File: src/rtl/judge_pkg.sv
// judge_pkg: shared state encoding, default parameters and counter-width helper for judge_seq.
package judge_pkg;

    typedef enum logic [1:0] {
        IDLE,
        COMPARE,
        RESULT,
        LOCKOUT
    } state_t;

    localparam int DEF_N_DIGITS       = 6;
    localparam int DEF_DIGIT_W        = 4;
    localparam int DEF_MAX_TRIES      = 3;
    localparam int DEF_LOCKOUT_CYCLES = 1000;

    // Bits needed to hold the values 0..n-1, never less than one.
    function automatic int cnt_w(input int n);
        return (n <= 2) ? 1 : $clog2(n);
    endfunction

endpackage

File: src/rtl/judge_lockout_timer.sv
// judge_lockout_timer: down-counter loaded with LOCKOUT_CYCLES-1, expired high at zero.
// Ports: clk, rst (sync, active high), load (reload the count), expired (count is zero).
module judge_lockout_timer
    import judge_pkg::*;
#(
    parameter int LOCKOUT_CYCLES = DEF_LOCKOUT_CYCLES
) (
    input  logic clk,
    input  logic rst,
    input  logic load,
    output logic expired
);

    localparam int W = cnt_w(LOCKOUT_CYCLES);
    localparam logic [W-1:0] INIT = W'(LOCKOUT_CYCLES - 1);

    logic [W-1:0] cnt;

    always_ff @(posedge clk) begin
        if (rst)
            cnt <= '0;
        else
            cnt <= load ? INIT : (cnt != '0 ? cnt - 1'b1 : cnt);
    end

    assign expired = cnt == '0;

endmodule

File: src/rtl/judge_seq.sv
// judge_seq: constant-time N-digit code judge with consecutive-failure lockout.
// Ports: clk, rst (sync, active high); start, entered, stored in;
// busy, done, match, fail, locked, tries_left out (all registered).
// Define JUDGE_ALARM_EN to add the alarm and lockout_count outputs.
module judge_seq
    import judge_pkg::*;
#(
    parameter int N_DIGITS       = DEF_N_DIGITS,
    parameter int DIGIT_W        = DEF_DIGIT_W,
    parameter int MAX_TRIES      = DEF_MAX_TRIES,
    parameter int LOCKOUT_CYCLES = DEF_LOCKOUT_CYCLES
) (
    input  logic                              clk,
    input  logic                              rst,
    input  logic                              start,
    input  logic [N_DIGITS*DIGIT_W-1:0]       entered,
    input  logic [N_DIGITS*DIGIT_W-1:0]       stored,
    output logic                              busy,
    output logic                              done,
    output logic                              match,
    output logic                              fail,
    output logic                              locked,
    output logic [cnt_w(MAX_TRIES+1)-1:0]     tries_left
`ifdef JUDGE_ALARM_EN
    ,
    output logic                              alarm,
    output logic [7:0]                        lockout_count
`endif
);

    localparam int CW = N_DIGITS * DIGIT_W;
    localparam int IW = cnt_w(N_DIGITS);
    localparam int TW = cnt_w(MAX_TRIES + 1);
    localparam logic [IW-1:0] IDX_LAST  = IW'(N_DIGITS - 1);
    localparam logic [TW-1:0] TRIES_MAX = TW'(MAX_TRIES);

    state_t        state, state_n;
    logic [CW-1:0] ent_q, sto_q, ent_n, sto_n;
    logic [IW-1:0] idx, idx_n;
    logic [TW-1:0] fail_cnt, fail_cnt_n, tries_n;
    logic          mis, mis_n, match_n, fail_n, diff, tmr_load, expired;

    // Captured codes shift down one digit per compare cycle, so digit idx is always at the bottom.
    assign diff = ent_q[DIGIT_W-1:0] != sto_q[DIGIT_W-1:0];

    judge_lockout_timer #(
        .LOCKOUT_CYCLES(LOCKOUT_CYCLES)
    ) u_timer (
        .clk    (clk),
        .rst    (rst),
        .load   (tmr_load),
        .expired(expired)
    );

    always_comb begin
        state_n    = state;
        ent_n      = ent_q;
        sto_n      = sto_q;
        idx_n      = idx;
        mis_n      = mis;
        fail_cnt_n = fail_cnt;
        tries_n    = tries_left;
        match_n    = match;
        fail_n     = 1'b0;
        tmr_load   = 1'b0;
        case (state)
            IDLE: if (start) begin
                state_n = COMPARE;
                ent_n   = entered;
                sto_n   = stored;
                idx_n   = '0;
                mis_n   = 1'b0;
                match_n = 1'b0;
            end
            COMPARE: begin
                mis_n = mis | diff;
                ent_n = ent_q >> DIGIT_W;
                sto_n = sto_q >> DIGIT_W;
                idx_n = idx + 1'b1;
                // Verdict and attempt bookkeeping land together with done.
                if (idx == IDX_LAST) begin
                    state_n    = RESULT;
                    match_n    = ~mis_n;
                    fail_n     = mis_n;
                    fail_cnt_n = mis_n ? (fail_cnt == TRIES_MAX ? fail_cnt : fail_cnt + 1'b1) : '0;
                    tries_n    = TRIES_MAX - fail_cnt_n;
                end
            end
            RESULT: if (fail && fail_cnt == TRIES_MAX) begin
                state_n  = LOCKOUT;
                tmr_load = 1'b1;
                match_n  = 1'b0;
            end else begin
                state_n = IDLE;
            end
            LOCKOUT: if (expired) begin
                state_n    = IDLE;
                fail_cnt_n = '0;
                tries_n    = TRIES_MAX;
            end
            default: state_n = IDLE;
        endcase
    end

    always_ff @(posedge clk) begin
        if (rst) begin
            state      <= IDLE;
            ent_q      <= '0;
            sto_q      <= '0;
            idx        <= '0;
            mis        <= 1'b0;
            fail_cnt   <= '0;
            busy       <= 1'b0;
            done       <= 1'b0;
            match      <= 1'b0;
            fail       <= 1'b0;
            locked     <= 1'b0;
            tries_left <= TRIES_MAX;
        end else begin
            state      <= state_n;
            ent_q      <= ent_n;
            sto_q      <= sto_n;
            idx        <= idx_n;
            mis        <= mis_n;
            fail_cnt   <= fail_cnt_n;
            busy       <= state_n == COMPARE || state_n == RESULT;
            done       <= state_n == RESULT;
            match      <= match_n;
            fail       <= fail_n;
            locked     <= state_n == LOCKOUT;
            tries_left <= tries_n;
        end
    end

`ifdef JUDGE_ALARM_EN
    always_ff @(posedge clk) begin
        if (rst) begin
            alarm         <= 1'b0;
            lockout_count <= 8'd0;
        end else begin
            alarm <= state_n == LOCKOUT;
            if (tmr_load && lockout_count != 8'hFF)
                lockout_count <= lockout_count + 8'd1;
        end
    end
`endif

endmodule

File: config.mk
export PLATFORM = sky130hd
export DESIGN_NAME = judge_seq
export DESIGN_NICKNAME = d
export VERILOG_FILES = /design/src/rtl/judge_pkg.sv /design/src/rtl/judge_lockout_timer.sv /design/src/rtl/judge_seq.sv
export SDC_FILE = /design/constraint.sdc
export NUM_CORES = 1
export LEC_CHECK = 0
export ABC_AREA = 0
export CAP_MARGIN = 20
export CORE_MARGIN = 3
export CORE_UTILIZATION = 47
export CTS_BUF_LIST = sky130_fd_sc_hd__clkbuf_2 sky130_fd_sc_hd__clkbuf_4 sky130_fd_sc_hd__clkbuf_8
export DETAILED_ROUTE_END_ITERATION = 16
export PLACE_DENSITY_LB_ADDON = 0.1
export SYNTH_ARGS = -nofsm -noshare
export SYNTH_HDL_FRONTEND = slang
export SYNTH_SLANG_ARGS = --single-unit
File: constraint.sdc
create_clock -name clk -period 2.4 [get_ports clk]
set_clock_uncertainty 0.1 [all_clocks]
set_input_delay 0.48 -clock clk [delete_from_list [all_inputs] [get_ports clk]]
set_output_delay 0.48 -clock clk [all_outputs]
set_load 0.01 [all_outputs]
==> summary by stage <==
Clocking
The clock latency on the worst-skew pair is 0.34 ns. The tree is rooted in a sky130_fd_sc_hd__clkbuf_8. In this run the post-CTS setup repair buffer count came out at 0. TritonCTS built the clock tree. The total CTS buffers is 9. The total of cells resized after clock tree synthesis is 0. Clock-pin slew was measured on the worst setup and hold paths at approximately 0.080 ns. The number of hold buffers added after CTS is 0. Clock tree synthesis found a total of between 70 and 80 sinks.

The maximum clock insertion buffer count is 2. The H-tree was split into 3 levels.

Floorplanning
The horizontal extent of the die is around 87 um. The initialized floorplan defines 28 standard-cell rows. The floorplan step set the die height to roughly 87 um. For this configuration, the core starts out at a cell density of 50.4%. The number of top-level design ports is between 50 and 60. The die covers between 7000 and 8000 um2.

The core footprint is between 6000 and 7000 um2.

Global route
The number of antenna violations at the first check in global routing is 0. The first-pass GRT wire length is 12300 um. The maximum number of pins on one net before global-route repair is 42. The total overflow left after global routing is 0. The via count of the first global-routing pass came to 2518. Global routing used 20.6% of the available tracks.

Pwr
In this run, flip-flops and latches consume a little under half of the power. The fraction of power spent switching nets is between 20 and 30%. The analysis attributes to cell leakage a power of between 1 and 1.5 nW.

The analysis attributes to net switching a power of around 0.00095 W. The total power density per cell area is ~810 nW/um2. The internal power of the cells totals approximately 0.0022 W.

The maximum vdd ir drop is roughly 0.54 mV. The clock share of power is 30.3%. In this run, the combinational gates consume between 20% and 30% of the power.

Flow run
The number of violations of the max-capacitance limit is 0.

Place
Buffers placed on the I/O ports in this run total 57. The placed cell area is between 3000 and 4000 um2. Including well taps, the total number of placed cells is between 400 and 500. The sum of net half-perimeters after detailed placement is slightly below 5000 um. Routability-driven placement finished with a final weighted congestion of 0.853.

Critical path
By instance count, the cell type seen most on the critical path is sky130_fd_sc_hd__ha_1. The critical path goes through inv_1 > ha_1 > nor2b_2 > nand3_2 > a31oi_1 > nand2_1 > ha_1 > nor2_1. The maximum single-stage delay on the critical path is approximately 0.34 ns.

The critical path arrival is 2.28 ns. The kind of end point of the critical path is a register. The worst setup path is launched from a register. The type of the setup path with the least slack is register to register. STA puts the critical path data required time at between 2 and 3 ns. The setup slack on the worst flop-to-flop path is 0.30 ns. The cell with the largest stage delay on the worst path is sky130_fd_sc_hd__dfxtp_1. The largest fanout on the critical path is 8.

Synth
Each instance of the synthesized netlist takes up on average 8.91 um2. The share of flip-flops with an asynchronous set or reset is 0%. Yosys attributes the largest share of cell area to sky130_fd_sc_hd__dfxtp_1 (47%), sky130_fd_sc_hd__a211oi_1 (10%), sky130_fd_sc_hd__o22ai_1 (8.3%).

The leading area contributor after synthesis is sky130_fd_sc_hd__dfxtp_1. Summing every instance area after synthesis gives approximately 3100 um2. After synthesis, the largest area contributor takes up between 40% and 50% of total cell area. In this run, synthesis inferred 0 flip-flops with an integrated enable. The gate count of the mapped netlist is about 350. The cell with the most instances after synthesis is sky130_fd_sc_hd__dfxtp_1. The number of nets in the synthesized netlist is around 400. The flip-flop cell with the highest count after synthesis is sky130_fd_sc_hd__dfxtp_1. The number of different library cells used by synthesis comes to 46. The commonest cells after synthesis are sky130_fd_sc_hd__dfxtp_1 (73), sky130_fd_sc_hd__nor2_1 (62), sky130_fd_sc_hd__a211oi_1 (41), sky130_fd_sc_hd__o22ai_1 (41), sky130_fd_sc_hd__clkbuf_1 (25).

Sequential cells were found to cover a little under half of the synthesized design area. For this run, the number of Yosys warnings is 0. The synthesized flop and latch total is 73.

Layout
In the final design database the tool counted 450 nets. After routing the design area is 3930 um2. The number of non-filler instances in the completed layout is about 470. 0 antenna diodes ended up in the layout.

Fill cells in the final layout number 540. The ratio of cells with drive above 1 in the final layout is under 10%. The relative area change from synthesis to final layout is 27.1%.

STA
The clock period could shrink to 2.10 ns. The number of max-slew violations in the final report is 0. The worst-margin pin slew is around 0.63 ns. The share of the cycle needed by the critical path after routing is 87.6%. Setup violations remaining at the end of the flow were counted as 0.

The final hold violation count is 0. Timing would allow up to 476 MHz. Setup repair after global routing left no endpoint under its margin. Measured against its own limit, the worst slew margin works out to 57.9%.

The setup total negative slack is 0 ns.

Detailed routing
The first-iteration detailed-routing DRC count is between 90 and 100. The wire length per cell is around 15 um. Dividing the detail-routed via count by the number of cells gives around 5.8.

For this block, the routed nets add up to 7340 um of wire. The via count is 2728. The first detailed-routing pass ran for 4 iterations. Once detail routing completed, the nets flagged for antenna violations numbered 0. In the routed design, unresolved DRC markers number 0.

Outcome
The flow ran to the end, and the final reports show no timing, DRC or antenna violations.

Min path
The worst hold-check path type is register to register.
routing by layer:
layer,GRT usage (%),up-vias,wire length [um]
li1,-,1390,-
met1,29.0,1260,3590
met2,29.3,73,3200
met3,6.53,5,502
met4,7.53,0,59
met5,0,-,0
flip-flops by register name, indices dropped and copies added, names as in the netlist:
register	count
tries_left	2
match	1
fail_cnt	2
ent_q	24
u_timer.cnt	10
done	1
locked	1
idx	3
mis	1
fail	1
sto_q	24
state	2
busy	1
worst max-delay path, delay by kind of cell (launching register included):
kind                     cells  cell delay, ns
adder cells (fa/ha/maj)      2            0.42
AO/OA/AOI/OAI                1            0.33
AND/OR/NAND/NOR              4            0.76
flip-flops                   1            0.34
buffers and inverters        1            0.09
logic make-up (layout without fill, tap and decap cells):
kind of cell             after synthesis  in the layout  synth area share, %
AO/OA/AOI/OAI                        129            129                 29.2
buffers and inverters                 36             88                 4.45
flip-flops                            73             73                 47.2
adder cells (fa/ha/maj)                5              5                 2.02
multiplexers                           2              2                0.728
XOR/XNOR                               7              7                 1.98
AND/OR/NAND/NOR                       95             95                 14.4
power by group through the flow:
stage	clock network, W	registers [W]	logic (W)
floorplan	0	0.00145	0.000568
CTS	0.000987	0.00145	0.000770
finish	0.000966	0.00145	0.000770
global placement	0	0.00147	0.000752
global route	0.00104	0.00148	0.000868
detailed placement	0	0.00148	0.000765
placed cells by master (no fill, tap or decap), types with 2 or more instances in the layout:
master / n
sky130_fd_sc_hd__dfxtp_1: 73
sky130_fd_sc_hd__nor2_1: 61
sky130_fd_sc_hd__clkdlybuf4s50_1: 56
sky130_fd_sc_hd__o22ai_1: 41
sky130_fd_sc_hd__a211oi_1: 41
sky130_fd_sc_hd__a21oi_1: 10
sky130_fd_sc_hd__clkbuf_8: 10
sky130_fd_sc_hd__a22oi_1: 9
sky130_fd_sc_hd__nor3_1: 6
sky130_fd_sc_hd__a31oi_1: 6
sky130_fd_sc_hd__nand2_1: 6
sky130_fd_sc_hd__inv_1: 6
sky130_fd_sc_hd__xnor2_1: 6
sky130_fd_sc_hd__buf_4: 6
sky130_fd_sc_hd__ha_1: 5
sky130_fd_sc_hd__nand3_1: 3
sky130_fd_sc_hd__a311oi_1: 3
sky130_fd_sc_hd__nand2b_1: 3
sky130_fd_sc_hd__or3_1: 3
sky130_fd_sc_hd__o21ai_0: 3
sky130_fd_sc_hd__nor2b_1: 2
sky130_fd_sc_hd__o31a_1: 2
sky130_fd_sc_hd__o21ai_1: 2
sky130_fd_sc_hd__o32a_1: 2
sky130_fd_sc_hd__a211oi_2: 2
sky130_fd_sc_hd__clkinvlp_4: 2
sky130_fd_sc_hd__clkinv_2: 2
sky130_fd_sc_hd__buf_12: 2
metrics by stage:
step                util, %  total power [W]  setup slack (ns)  hold slack [ns]
finish                 64.1          0.00319             0.298            0.364
global route           64.1          0.00339            0.0891            0.382
CTS                    64.1          0.00321             0.134            0.360
detailed placement     60.8          0.00224             0.158            0.349
global placement       60.8          0.00223             0.281            0.335
floorplan                 -          0.00202             0.462            0.327
worst paths after layout:
| check | start | endpoint | cells after the start |
|---|---|---|---|
| setup / recovery | u_timer.cnt[0] | busy | 8 |
| hold / removal | mis | mis | 2 |
| setup reg to reg | u_timer.cnt[0] | busy | 8 |
| hold reg to reg | mis | mis | 2 |
layout make-up:
class                   count  area, um2  share of cell area (%)
multi-input cells         238       1500                    38.1
flip-flops and latches     73       1460                    37.2
repair buffers             65        651                    16.5
clock buffers              11        145                    3.69
well taps                  75       93.8                    2.39
clock inverters             5       55.1                    1.40
inverters                   7       26.3                   0.668
No activity file was read; power rests on OpenSTA's default activity.
